[src/rtl/states_pkg.sv]
// Shared state encodings and report constants for the level report transmitter.
package states_pkg;

    typedef enum logic [1:0] {ZERO, LOW, HIGH, MAX} HighLow;

    typedef enum logic [2:0] {INIT, DATA_RX, DATA_TX, STOPBIT, RESET} UART;

    typedef enum logic [1:0] {TX_IDLE, TX_START, TX_DATA, TX_STOP} tx_state_t;

    localparam logic [3:0] REPORT_TAG = 4'hA;

    function automatic logic [7:0] report_byte(input HighLow code);
        return {REPORT_TAG, 2'b00, code};
    endfunction

endpackage

[src/rtl/baud_gen.sv]
// Bit-period timer: pulses bit_done on the last cycle of every CLKS_PER_BIT-cycle bit.
module baud_gen #(
    parameter int CLKS_PER_BIT = 16
) (
    input  logic clk,
    input  logic rst,
    input  logic en,
    output logic bit_done
);

    localparam int CW = $clog2(CLKS_PER_BIT);
    localparam logic [CW-1:0] RELOAD = CW'(CLKS_PER_BIT - 1);

    logic [CW-1:0] cnt_q;
    logic [CW-1:0] cnt_d;

    // Held at the reload value while disabled, so every rise of en starts a full bit.
    always_comb begin
        cnt_d = cnt_q;
        if (!en || cnt_q == '0) begin
            cnt_d = RELOAD;
        end else begin
            cnt_d = cnt_q - CW'(1);
        end
    end

    always_ff @(posedge clk) begin
        if (rst) begin
            cnt_q <= RELOAD;
        end else begin
            cnt_q <= cnt_d;
        end
    end

    assign bit_done = en && (cnt_q == '0);

endmodule

[src/rtl/level_report_tx.sv]
// Debounces the 2-bit level code and sends one 8N1 report byte per qualified change,
// with a single newest-wins pending slot while a frame is in flight.
module level_report_tx
    import states_pkg::*;
#(
    parameter int CLKS_PER_BIT  = 16,
    parameter int STABLE_CYCLES = 8
) (
    input  logic       clk,
    input  logic       rst,
    input  logic [1:0] state_in,
    input  logic       clr_overrun,
    output logic       tx,
    output logic       busy,
    output logic [7:0] sent_count,
    output logic       overrun
);

    localparam int SW = (STABLE_CYCLES > 1) ? $clog2(STABLE_CYCLES) : 1;
    localparam logic [SW-1:0] STAB_MAX = SW'(STABLE_CYCLES - 1);

    HighLow     state_in_hl;
    HighLow     prev_q, prev_d;
    HighLow     last_q, last_d;
    logic [SW-1:0] stab_q, stab_d;
    logic       qualify;

    tx_state_t  state_q, state_d;
    logic [2:0] bit_idx_q, bit_idx_d;
    logic [2:0] nxt_idx;
    logic [7:0] payload_q, payload_d;
    logic       pend_valid_q, pend_valid_d;
    HighLow     pend_code_q, pend_code_d;
    logic       tx_q, tx_d;
    logic       busy_q, busy_d;
    logic [7:0] sent_q, sent_d;
    logic       overrun_q, overrun_d;

    logic       bit_done;
    logic       frame_end;
    logic       launch;
    logic       qual_direct;
    HighLow     launch_code;

    assign state_in_hl = HighLow'(state_in);

    baud_gen #(
        .CLKS_PER_BIT(CLKS_PER_BIT)
    ) u_baud_gen (
        .clk     (clk),
        .rst     (rst),
        .en      (state_q != TX_IDLE),
        .bit_done(bit_done)
    );

    // Qualify on the cycle the counter reaches its cap, so a level held STABLE_CYCLES cycles reports.
    always_comb begin
        prev_d = state_in_hl;
        stab_d = stab_q;
        if (state_in_hl != prev_q) begin
            stab_d = '0;
        end else if (stab_q != STAB_MAX) begin
            stab_d = stab_q + SW'(1);
        end
        qualify = (stab_d == STAB_MAX) && (state_in_hl != last_q);
        last_d  = qualify ? state_in_hl : last_q;
    end

    always_comb begin
        frame_end   = (state_q == TX_STOP) && bit_done;
        launch      = ((state_q == TX_IDLE) || frame_end) && (qualify || pend_valid_q);
        qual_direct = launch && qualify && !pend_valid_q;
        launch_code = pend_valid_q ? pend_code_q : state_in_hl;
        nxt_idx     = bit_idx_q + 3'd1;

        state_d      = state_q;
        bit_idx_d    = bit_idx_q;
        payload_d    = payload_q;
        pend_valid_d = pend_valid_q;
        pend_code_d  = pend_code_q;
        tx_d         = tx_q;
        busy_d       = busy_q;
        sent_d       = sent_q;
        overrun_d    = overrun_q;

        if (clr_overrun) begin
            overrun_d = 1'b0;
        end

        // A launch that consumes the slot frees it for a same-cycle qualify without overrun.
        if (qualify && !qual_direct) begin
            pend_valid_d = 1'b1;
            pend_code_d  = state_in_hl;
            if (pend_valid_q && !launch) begin
                overrun_d = 1'b1;
            end
        end else if (launch) begin
            pend_valid_d = 1'b0;
        end

        case (state_q)
            TX_IDLE: begin
                if (launch) begin
                    state_d   = TX_START;
                    tx_d      = 1'b0;
                    busy_d    = 1'b1;
                    payload_d = report_byte(launch_code);
                end
            end
            TX_START: begin
                if (bit_done) begin
                    state_d   = TX_DATA;
                    bit_idx_d = 3'd0;
                    tx_d      = payload_q[0];
                end
            end
            TX_DATA: begin
                if (bit_done) begin
                    if (bit_idx_q == 3'd7) begin
                        state_d = TX_STOP;
                        tx_d    = 1'b1;
                    end else begin
                        bit_idx_d = nxt_idx;
                        tx_d      = payload_q[nxt_idx];
                    end
                end
            end
            TX_STOP: begin
                if (bit_done) begin
                    sent_d = sent_q + 8'd1;
                    if (launch) begin
                        state_d   = TX_START;
                        tx_d      = 1'b0;
                        payload_d = report_byte(launch_code);
                    end else begin
                        state_d = TX_IDLE;
                        busy_d  = 1'b0;
                        tx_d    = 1'b1;
                    end
                end
            end
            default: begin
                state_d = TX_IDLE;
                busy_d  = 1'b0;
                tx_d    = 1'b1;
            end
        endcase
    end

    always_ff @(posedge clk) begin
        if (rst) begin
            prev_q       <= ZERO;
            last_q       <= ZERO;
            stab_q       <= '0;
            state_q      <= TX_IDLE;
            bit_idx_q    <= 3'd0;
            payload_q    <= 8'd0;
            pend_valid_q <= 1'b0;
            pend_code_q  <= ZERO;
            tx_q         <= 1'b1;
            busy_q       <= 1'b0;
            sent_q       <= 8'd0;
            overrun_q    <= 1'b0;
        end else begin
            prev_q       <= prev_d;
            last_q       <= last_d;
            stab_q       <= stab_d;
            state_q      <= state_d;
            bit_idx_q    <= bit_idx_d;
            payload_q    <= payload_d;
            pend_valid_q <= pend_valid_d;
            pend_code_q  <= pend_code_d;
            tx_q         <= tx_d;
            busy_q       <= busy_d;
            sent_q       <= sent_d;
            overrun_q    <= overrun_d;
        end
    end

    assign tx         = tx_q;
    assign busy       = busy_q;
    assign sent_count = sent_q;
    assign overrun    = overrun_q;

endmodule
[config.mk]
export PLATFORM = sky130hd
export DESIGN_NAME = level_report_tx
export DESIGN_NICKNAME = d
export VERILOG_FILES = /design/src/rtl/states_pkg.sv /design/src/rtl/baud_gen.sv /design/src/rtl/level_report_tx.sv
export SDC_FILE = /design/constraint.sdc
export NUM_CORES = 1
export LEC_CHECK = 0
export ABC_AREA = 1
export BUFFER_PORTS_ARGS = -buffer_cell sky130_fd_sc_hd__buf_4
export CAP_MARGIN = 20
export CORE_MARGIN = 10
export CORE_UTILIZATION = 45
export CTS_CLUSTER_DIAMETER = 30
export DETAILED_ROUTE_END_ITERATION = 8
export SETUP_SLACK_MARGIN = 0.1
export SLEW_MARGIN = 10
export SYNTH_ARGS = -nofsm -noshare
export SYNTH_HDL_FRONTEND = slang
export SYNTH_SLANG_ARGS = --single-unit
[constraint.sdc]
create_clock -name clk -period 1.99 [get_ports clk]
set_input_delay 0.199 -clock clk [delete_from_list [all_inputs] [get_ports clk]]
set_output_delay 0.199 -clock clk [all_outputs]
set_load 0.05 [all_outputs]
Word level (Yosys, flattened, before mapping). Cells that the tools add are included.

$add $sub $neg: 4. Magnitude comparators: 1. $mul: 0. Shift operators: 0. Eq/ne operators: 15. Bitwise gates (word level): 0. Reductions and logical operators: 28. Div/mod/pow operators: 0. Multiplexer cells: 34.

Operators by type and width (count): $mux 8 (2); $pmux 8 s2 (1); $mux 1 (15); $mux 3 (5); $ne 2x2->1 const B (7); $mux 2 (6); $reduce_and 4->1 (3); $add 8x1->8 const B (1); $logic_and 1x1->1 (8); $pmux 2 s4 (1); $reduce_bool 2->1 (4); $add 3x1->3 const B (2); $eq 3x3->1 const B (2); $pmux 3 s2 (1); $reduce_and 5->1 (1); $eq 2x2->1 const B (2); $logic_not 1->1 (4); $logic_not 4->1 (1); $lt 3x4->1 const B (1); $ne 2x2->1 (2); $pmux 1 s4 (1); $reduce_and 2->1 (2); $sub 4x1->4 const B (1); $bmux 1 s3 (1); other kinds (6) (8).

Bits in latches: 0. Logic and storage cells: 95. RAM bits: 0. Input bits: 5. Bits in registers: 38. Memories: 0. ROM bits: 0. Output and inout port bits: 11.

Logic depth before layout (Yosys ltp). Gate-level depths: netlist of run 1.

Word-level depth: 12. Depth in mapped cells: 13. Depth with buffers taken out: 13.

By module. From an unflattened synthesis of run 1, not the netlist that was laid out.

Cell total of the unflattened synthesis: 226. Area total of the unflattened synthesis: 1669.1 µm².

By module, submodules not included: level_report_tx (area an instance 1497.7 µm², sequential area each 580.6 µm², times used 1, cells each 205); baud_gen (area an instance 171.4 µm², sequential area each 80.1 µm², times used 1, cells each 21).

Worst setup path after synthesis of run 1. No wires, ideal clock.

Kind: flip-flop to flip-flop. From: register state_q[0]. To: register sent_q[7], in the netlist sent_count[7]. Data arrival time: 1.579 ns. Period minus slack after synthesis: 1.694 ns. Library setup time: 0.115 ns. Path slack: 0.296 ns. Data required time: 1.875 ns. Path buffers: 0. Stages on the path, launching flop included: 12. Path through: dfxtp_1 inv_1 ha_1 inv_1 nand2_2 nor2_4 nand2_1 inv_1 nand3_2 nor2_2 a21oi_1 o21a_1.

Word-level cells in the longest chain between the ends: 3. Elaborated cells between the ends (all ways): 4. Classes of those cells: 1 x eq/ne; 3 x reduce/logical.

RTL lines: from (decl) (RTL line level_report_tx.sv:28) `tx_state_t state_q, state_d;`; from (signal assigned) (RTL line level_report_tx.sv:168) `state_q <= state_d;`; $reduce_bool 2->1 (RTL line level_report_tx.sv:52) `.en (state_q != TX_IDLE),`; $logic_and 1x1->1 (RTL line baud_gen.sv:35) `assign bit_done = en && (cnt_q == '0);`; $reduce_and 2->1 (no line) *; to (signal assigned) (RTL line level_report_tx.sv:175) `sent_q <= sent_d;`; to (decl) (RTL line level_report_tx.sv:36) `logic [7:0] sent_q, sent_d;`.

Every way passes the cells marked *; elsewhere a longest branch is shown, timed or not. A chain may end at the register's enable or synchronous reset.

Final worst setup path of run 1.
From: register state_q[1]. To: register sent_q[7], in the netlist sent_count[7].

Same word-level chain as after synthesis.

==> results.toml, run 1 <==
[die]
die_y_um = 80.7
std_cell_rows = 22
core_area_sq_um = 3610
ios = 16
die-area_sq_um = 6520
initial_core_util_pct = 46.0
die_w_um = 80.7

[power]
switching_share_pct = 30.8
powerDensity_nw_per_um2 = 780
peakVddDrop_mv = 0.540
power_frac_seq_pct = 47.4
comb_power_share_pct = 20.4
power_switching_mw = 0.463
p_leak_nw = 0.881
p_int_mw = 1.04
clkPwrFrac_pct = 32.2

[clock_network]
clock-sinks = 33
clk_latency_ps = 280
h-tree-depth = 2
root_buffer = "clkbuf_8"
cts_hold_buf = 0
cts_tree = "done"
cts.reportedPaths.clkPinSlew_ps = 70
numCtsBuffers = 5
clockBufferDepth = 2

[place]
hpwl_mm = 2.42
placed_cells = 284
place_congestion = 0.801
io_buffer_count = 15
placed_area_sq_um = 1830

[yosys]
synth_fp_nets = 238
synthDistinctLibCells = 30
ys_seq_elements = 33
syn-cell-area_sq_um = 1660
ys_warn_count = 0
synth_cells = 223
ys_seq_area_share_pct = 39.8
syn_area_per_cell_sq_um = 7.44

[job]
cap_violations = 0

[final_layout]
final_util_pct = 53.5
antenna_cells = 0
syn_to_final_growth_pct = 16.2
layout.cells.non_filler = 294
fin_area_sq_um = 1930
nNetsFinal = 260
mostFrequentLayoutCells = "nand2_1 (53), dfxtp_1 (32), inv_1 (24), nor2_1 (23), buf_4 (18)"
layout_commonest_cell = "nand2_1"
drive_gt1_share_pct = 20.7

[timing]
max_clock_freq_mhz = 585
final_max_slew_viol_count = 0
slew_headroom_pct = 72.2
finalCriticalPeriod_ps = 1710
tightest_slew_ps = 414
fin_skew_ps = 2.10
fin_tns_setup_ps = 0
setup_violations = 0
hold_viol = 0
fin_hold_ws_ps = 159
finalCritPeriodShare_pct = 86.0
rsz0062_at_grt = "false"

[min_path]
min_from = "clr_overrun"
hp-class = "in -> reg"

[setup_path]
path_class = "reg -> reg"
cp-startpoint = "state_q[1]"
r2r_start = "state_q[1]"
critical_path.most_common_cell = "inv_1"
worstPathRequired_ps = 2170
start_kind = "flip-flop"
arrival_ps = 1890
critical-path-top-delay-family = "simple AND/OR/NAND/NOR gates"
critPathSlowestCell = "dfxtp_1"
cp_max_fo = 5
path_cells = "inv_1 -> ha_1 -> inv_2 -> nand2_2 -> nor2_4 -> nand2_1 -> inv_1 -> nand3_2 -> nor2_2 -> a21oi_1 -> o21a_1"
path_buf_inv = 3
cpPeakStageDelay_ps = 380
critPathCaptureType = "flip-flop"

[global_route]
antenna_found_initial = 0
grt_overflow = 0
grt_pass1_vias = 1340
grt_pass1_wl_mm = 5.62
grt_start_max_net_pins = 18
grt_usage_pct = 10.8

[route]
drtIter0Drc = 28
vias_per_cell = 4.74
drt_pass1_iterations = 4
vias = 1393
wl_per_cell_um = 11.0
final_antenna_net_count = 0
totalWireLength_mm = 3.24
post-route-drc-count = 0

[run_status]
status = "finished, final reports clean"
==> path summary, 6_finish.rpt <==
path,to,slack (ps),cells after the start
hold / removal,overrun,160,4
setup reg to reg,sent_count[7],280,11
setup / recovery,sent_count[7],280,11
hold reg to reg,u_baud_gen.cnt_q[0],410,1
==> cells in the mapped netlist <==
library cell | n | area, sq um
buf_2 | 1 | 5.00
nand3_2 | 2 | 20.0
nand3_1 | 10 | 50.1
o21a_1 | 2 | 15.0
a31oi_1 | 2 | 12.5
dfxtp_1 | 33 | 661
o21ai_0 | 14 | 70.1
clkbuf_1 | 2 | 7.51
nand2_1 | 53 | 199
nor4_1 | 2 | 12.5
a21oi_2 | 1 | 8.76
nor2_4 | 2 | 22.5
nor2_1 | 23 | 86.3
nand4_4 | 1 | 21.3
nor3_1 | 3 | 15.0
nand4_1 | 2 | 12.5
xnor2_1 | 2 | 17.5
nor2_2 | 2 | 12.5
nor3b_2 | 1 | 12.5
inv_1 | 25 | 93.8
xor2_1 | 1 | 8.76
nor3_2 | 1 | 10.0
nand2_2 | 8 | 50.1
o2111ai_2 | 1 | 15.0
a211oi_1 | 1 | 7.51
inv_2 | 3 | 11.3
ha_1 | 10 | 125
o21ai_1 | 1 | 5.00
inv_4 | 1 | 6.26
a21oi_1 | 13 | 65.1
==> worst reg2reg max path, stage by stage (launching register included) <==
cell,delay (ps)
dfxtp_1,380
inv_1,100
ha_1,210
inv_2,100
nand2_2,100
nor2_4,190
nand2_1,70
inv_1,80
nand3_2,90
nor2_2,120
a21oi_1,70
o21a_1,100
==> logic make-up (layout without fill, tap and decap cells) <==
kind of cell             after synthesis  in the layout  share of synthesized area (%)
XOR/XNOR                               3              3                           1.58
AO/OA/AOI/OAI                         35             35                           12.0
buffers and inverters                 32             55                           7.47
flip-flops                            33             33                           39.8
AND/OR/NAND/NOR                      110            110                           31.6
adder cells (fa/ha/maj)               10             10                           7.54
==> layer usage <==
| layer | share of wire, % | track usage, % | vias to the layer above |
|---|---|---|---|
| li1 | - | - | 762 |
| met1 | 49 | 12.2 | 609 |
| met2 | 44 | 17.4 | 17 |
| met3 | 4.8 | 4.80 | 5 |
| met4 | 1.8 | 4.67 | 0 |
| met5 | 0 | 0 | - |
==> stage by stage <==
stage	power, mW	setup slack [ps]
after floorplan	0.955	296
after global placement	1.03	214
after detailed placement	1.03	201
after CTS	1.52	188
after global routing	1.59	113
final	1.50	280
==> state kept, by name, summed over array words and instances, names as in the netlist <==
register and count:
bit_idx_q 3, last_q 2, pend_code_q 2, busy 1, overrun 1, state_q 2
payload_q 3, prev_q 2, sent_count 8, stab_q 3, pend_valid_q 1, tx 1
u_baud_gen.cnt_q 4
==> cell type report <==
class	instances	area, sq um
Inverter	29	111
Fill cell	361	1680
Clock buffer	6	72.6
Sequential cell	33	662
Timing Repair Buffer	18	135
Clock inverter	2	10.0
Multi-Input combinational cell	158	877
Tap cell	48	60.1
==> what timing repair did <==
item / CTS / global route
buffers inserted: 0 / 2
gates resized for setup: 0 / 3
setup endpoints to repair: 0 / 5
hold endpoints to repair: 0 / 0
==> power groups by stage <==
stage / combinational, mW / clock [mW] / sequential [mW]
after detailed placement: 0.306 / 0 / 0.727
after global routing: 0.349 / 0.527 / 0.718
final: 0.307 / 0.484 / 0.713
after global placement: 0.305 / 0 / 0.727
after CTS: 0.307 / 0.504 / 0.712
after floorplan: 0.213 / 0 / 0.742
Note: power is estimated with default switching activity, not from simulation.
==> inputs of run 2 (changes only) <==
Settings changed: CTS_BUF_LIST set to sky130_fd_sc_hd__clkbuf_8, REMOVE_ABC_BUFFERS set to 1.
==> results.toml, run 2 (synthesis results as in run 1) <==
[place]
pre_cts_ws_ps = 192
placed_area_sq_um = 1830
io_buffer_count = 15
hpwl_mm = 2.31
place_congestion = 0.784
placed_cells = 284

[setup_path]
start_kind = "flip-flop"
cp_max_fo = 7
path_class = "reg -> reg"
critPathCaptureType = "flip-flop"
r2r_cells = 9
arrival_ps = 1880
worstPathRequired_ps = 2170

[final_layout]
syn_to_final_growth_pct = 18.7
layout.cells.non_filler = 294
mostFrequentLayoutCells = "nand2_1 (53), dfxtp_1 (31), inv_1 (25), nor2_1 (23), buf_4 (18)"
drive_gt1_share_pct = 21.1
nNetsFinal = 260
layout_commonest_cell = "nand2_1"
largest_reg_flops = 8
antenna_cells = 0
fin_area_sq_um = 1970

[clock_network]
clockBufferDepth = 2
clk_latency_ps = 280
cts_hold_buf = 0
clock-sinks = 33
cts.reportedPaths.clkPinSlew_ps = 70
h-tree-depth = 2
cts_tree = "done"
root_buffer = "clkbuf_8"
numCtsBuffers = 5

[power]
powerDensity_nw_per_um2 = 846
p_leak_nw = 0.920
peakVddDrop_mv = 0.592

[timing]
tightest_slew_ps = 454
finalWorstSetupSlack_ps = 293
fin_skew_ps = 6.48
finalCriticalPeriod_ps = 1700
hold_viol = 0
max_clock_freq_mhz = 589
setup_violations = 0
fin_tns_setup_ps = 0
rsz0062_at_grt = "false"
slew_headroom_pct = 69.5
finalCritPeriodShare_pct = 85.3
final_max_slew_viol_count = 0

[route]
wl_per_cell_um = 10.8
vias_per_cell = 4.57
vias = 1345
totalWireLength_mm = 3.16
final_antenna_net_count = 0
drt_pass1_iterations = 4
drtIter0Drc = 45
post-route-drc-count = 0

[job]
cap_violations = 0

[die]
initial_core_util_pct = 46.0
std_cell_rows = 22
die_y_um = 80.7
ios = 16
die-area_sq_um = 6520
die_w_um = 80.7
core_area_sq_um = 3610

[min_path]
hold_depth = 4
hp-class = "in -> reg"

[run_status]
status = "finished, final reports clean"

[global_route]
antenna_found_initial = 0
grt_pass1_wl_mm = 5.48
grt_usage_pct = 10.4
grt_overflow = 0
grt_start_max_net_pins = 18
grt_pass1_vias = 1218
==> run 2: cell types whose count changed in the layout (fill, tap and decap cells not counted), sizes merged <==
cell    before  now
clkinv       2    0
inv         29   30
bufinv       0    1
==> run 2: report_power, final <==
part           internal [mW]  switching (mW)  total, mW
Sequential             0.693          0.0229      0.715
Clock                  0.403           0.239      0.642
Combinational          0.109           0.200      0.309
==> run 2: repair_timing <==
action	in CTS	in global routing
setup buffers	0	2
hold endpoints to repair	0	0
resized for setup	0	5
setup endpoints to repair	0	11
==> run 2: critical path: stages (launching register included) <==
cell	delay (ps)
dfxtp_1	320
inv_1	80
ha_1	140
nor3b_4	200
nand2_2	120
nor2_4	220
nand4_1	170
nor3_2	170
a21oi_1	90
o21a_1	100
==> run 2: layout make-up <==
class / instances / area (sq um)
sequential: 33 / 663
tap: 48 / 60.1
fill: 349 / 1640
clock inverter: 2 / 33.8
timing repair buffer: 18 / 135
inverter: 29 / 111
multi-input combinational: 158 / 883
clock buffer: 6 / 82.6
==> run 2: worst paths after layout <==
kind	start	to	slack [ps]
min	clr_overrun	overrun	160
max	u_baud_gen.cnt_q[0]	sent_count[6]	290
max reg2reg	u_baud_gen.cnt_q[0]	sent_count[6]	290
min reg2reg	u_baud_gen.cnt_q[0]	u_baud_gen.cnt_q[0]	410
==> run 2: stage by stage <==
stage / util [%] / hold WS, ps / power [mW]
floorplan: - / 261 / 0.950
global placement: 50.7 / 392 / 1.04
detailed placement: 50.7 / 394 / 1.03
CTS: 53.9 / 155 / 1.67
global route: 54.6 / 174 / 1.76
finish: 54.6 / 158 / 1.67
==> run 2: routing by layer <==
metal	track usage (%)	routed length, um
met2	14.4	1260
met5	0	0
met1	13.6	1670
met3	5.02	180
met4	4.15	56
==> inputs of run 3 (changes only) <==
Settings changed: CORE_ASPECT_RATIO set to 0.75, GPL_TIMING_DRIVEN set to 0.
==> results.toml, run 3 (synthesis results as in run 1) <==
[timing]
max_clock_freq_mhz = 588
rsz0062_at_grt = "false"
tightest_slew_ps = 429
final_max_slew_viol_count = 0
slew_headroom_pct = 71.4
fin_skew_ps = 3.55
fin_tns_setup_ps = 0
hold_viol = 0
finalCriticalPeriod_ps = 1700
setup_violations = 0
finalCritPeriodShare_pct = 85.4

[clock_network]
h-tree-depth = 2
clockBufferDepth = 2
root_buffer = "clkbuf_8"
clock-sinks = 33
cts_hold_buf = 0
cts_tree = "done"
clk_latency_ps = 290
cts.reportedPaths.clkPinSlew_ps = 70
numCtsBuffers = 5

[power]
p_int_mw = 1.21
switching_share_pct = 28.4
p_leak_nw = 0.919
power_frac_seq_pct = 42.4
peakVddDrop_mv = 0.530
comb_power_share_pct = 18.4
power_switching_mw = 0.478
powerDensity_nw_per_um2 = 848
clkPwrFrac_pct = 39.1

[global_route]
grt_pass1_vias = 1266
grt_usage_pct = 10.3
grt_pass1_wl_mm = 5.57
antenna_found_initial = 0
grt_overflow = 0
grt_start_max_net_pins = 18

[final_layout]
multi_input_area_sq_um = 896
mostFrequentLayoutCells = "nand2_1 (53), dfxtp_1 (31), inv_1 (25), nor2_1 (23), buf_4 (18)"
fillers = 359
nNetsFinal = 260
drive_gt1_share_pct = 21.5
fin_area_sq_um = 1990
syn_to_final_growth_pct = 19.8
seqCellArea_sq_um = 663
largest_reg_flops = 8
layout_commonest_cell = "nand2_1"
antenna_cells = 0

[setup_path]
critPathSlowestCell = "dfxtp_2"
path_class = "reg -> reg"
path_cells = "inv_1 -> ha_4 -> inv_1 -> nand2_2 -> nor2_4 -> nand4_1 -> nor3_2 -> a21oi_1 -> o21a_1"
critical_path.most_common_cell = "inv_1"
worstPathRequired_ps = 2180
critPathCaptureType = "flip-flop"
arrival_ps = 1890
cp_max_fo = 7
start_kind = "flip-flop"
cpPeakStageDelay_ps = 350

[route]
drtIter0Drc = 32
wl_per_cell_um = 10.7
final_antenna_net_count = 0
totalWireLength_mm = 3.19
vias_per_cell = 4.61
vias = 1374
drt_pass1_iterations = 4
post-route-drc-count = 0

[place]
place_congestion = 0.748
io_buffer_count = 15
placed_area_sq_um = 1820
hpwl_mm = 2.34

[die]
die-area_sq_um = 6540
core_area_sq_um = 3610
std_cell_rows = 19
die_w_um = 90.1
die_y_um = 72.6
initial_core_util_pct = 45.9
ios = 16

[min_path]
hp-class = "in -> reg"

[job]
cap_violations = 0

[run_status]
status = "finished, final reports clean"
==> run 3: cell counts in the layout (fill, tap and decap cells not counted) <==
No cell type changed its count.
==> run 3: through the flow <==
step,cells,setup slack (ps),utilization (%),total power [mW],hold WS (ps)
CTS,295,140,53.8,1.69,142
global route,298,101,55.0,1.77,204
detailed placement,287,102,50.5,1.02,394
global placement,287,92.0,50.5,1.02,395
finish,298,290,55.0,1.68,150
floorplan,220,296,-,0.950,261
==> run 3: repair_timing <==
item                                    in CTS  in global routing
endpoints found under the setup margin       4                 12
pin swaps                                    1                  1
gates resized for setup                      1                  6
cloned                                       0                  0
hold endpoints to repair                     0                  0
setup buffers                                0                  3
==> run 3: worst paths after layout <==
path / to / slack [ps] / depth (start not counted) / start
worst max-delay path: sent_count[6] / 290 / 9 / state_q[1]
worst min-delay path: overrun / 150 / 4 / clr_overrun
worst max register to register: sent_count[6] / 290 / 9 / state_q[1]
worst min register to register: u_baud_gen.cnt_q[0] / 410 / 1 / u_baud_gen.cnt_q[0]
==> run 3: cell type report <==
type                    count  area share [%]
flip-flops and latches     33            33.4
well taps                  52            3.27
clock inverters             2            1.70
clock buffers               6            4.16
repair buffers             18            6.80
multi-input cells         158            45.1
inverters                  29            5.60
==> run 3: power groups by stage <==
stage          logic (mW)  registers [mW]  clock network, mW
6_report            0.311           0.715              0.659
5_1_grt             0.356           0.719              0.690
4_1_cts             0.298           0.712              0.679
3_5_place_dp        0.293           0.727                  0
3_3_place_gp        0.292           0.727                  0
2_1_floorplan       0.208           0.742                  0
==> run 3: metal layers <==
| layer | global-route usage, % | share of wire (%) | vias to the layer above |
|---|---|---|---|
| li1 | - | - | 766 |
| met1 | 13.2 | 54 | 582 |
| met2 | 14.4 | 38 | 22 |
| met3 | 4.21 | 6.5 | 4 |
| met4 | 5.28 | 1.0 | 0 |
| met5 | 0 | 0 | - |
==> run 3: worst max-delay path: cells and delay by family (launching register included) <==
kind,cells,cell delay [ps]
AO/OA/AOI/OAI,2,180
AND/OR/NAND/NOR,4,650
adder cells (fa/ha/maj),1,200
buffers and inverters,2,210
flip-flops,1,350
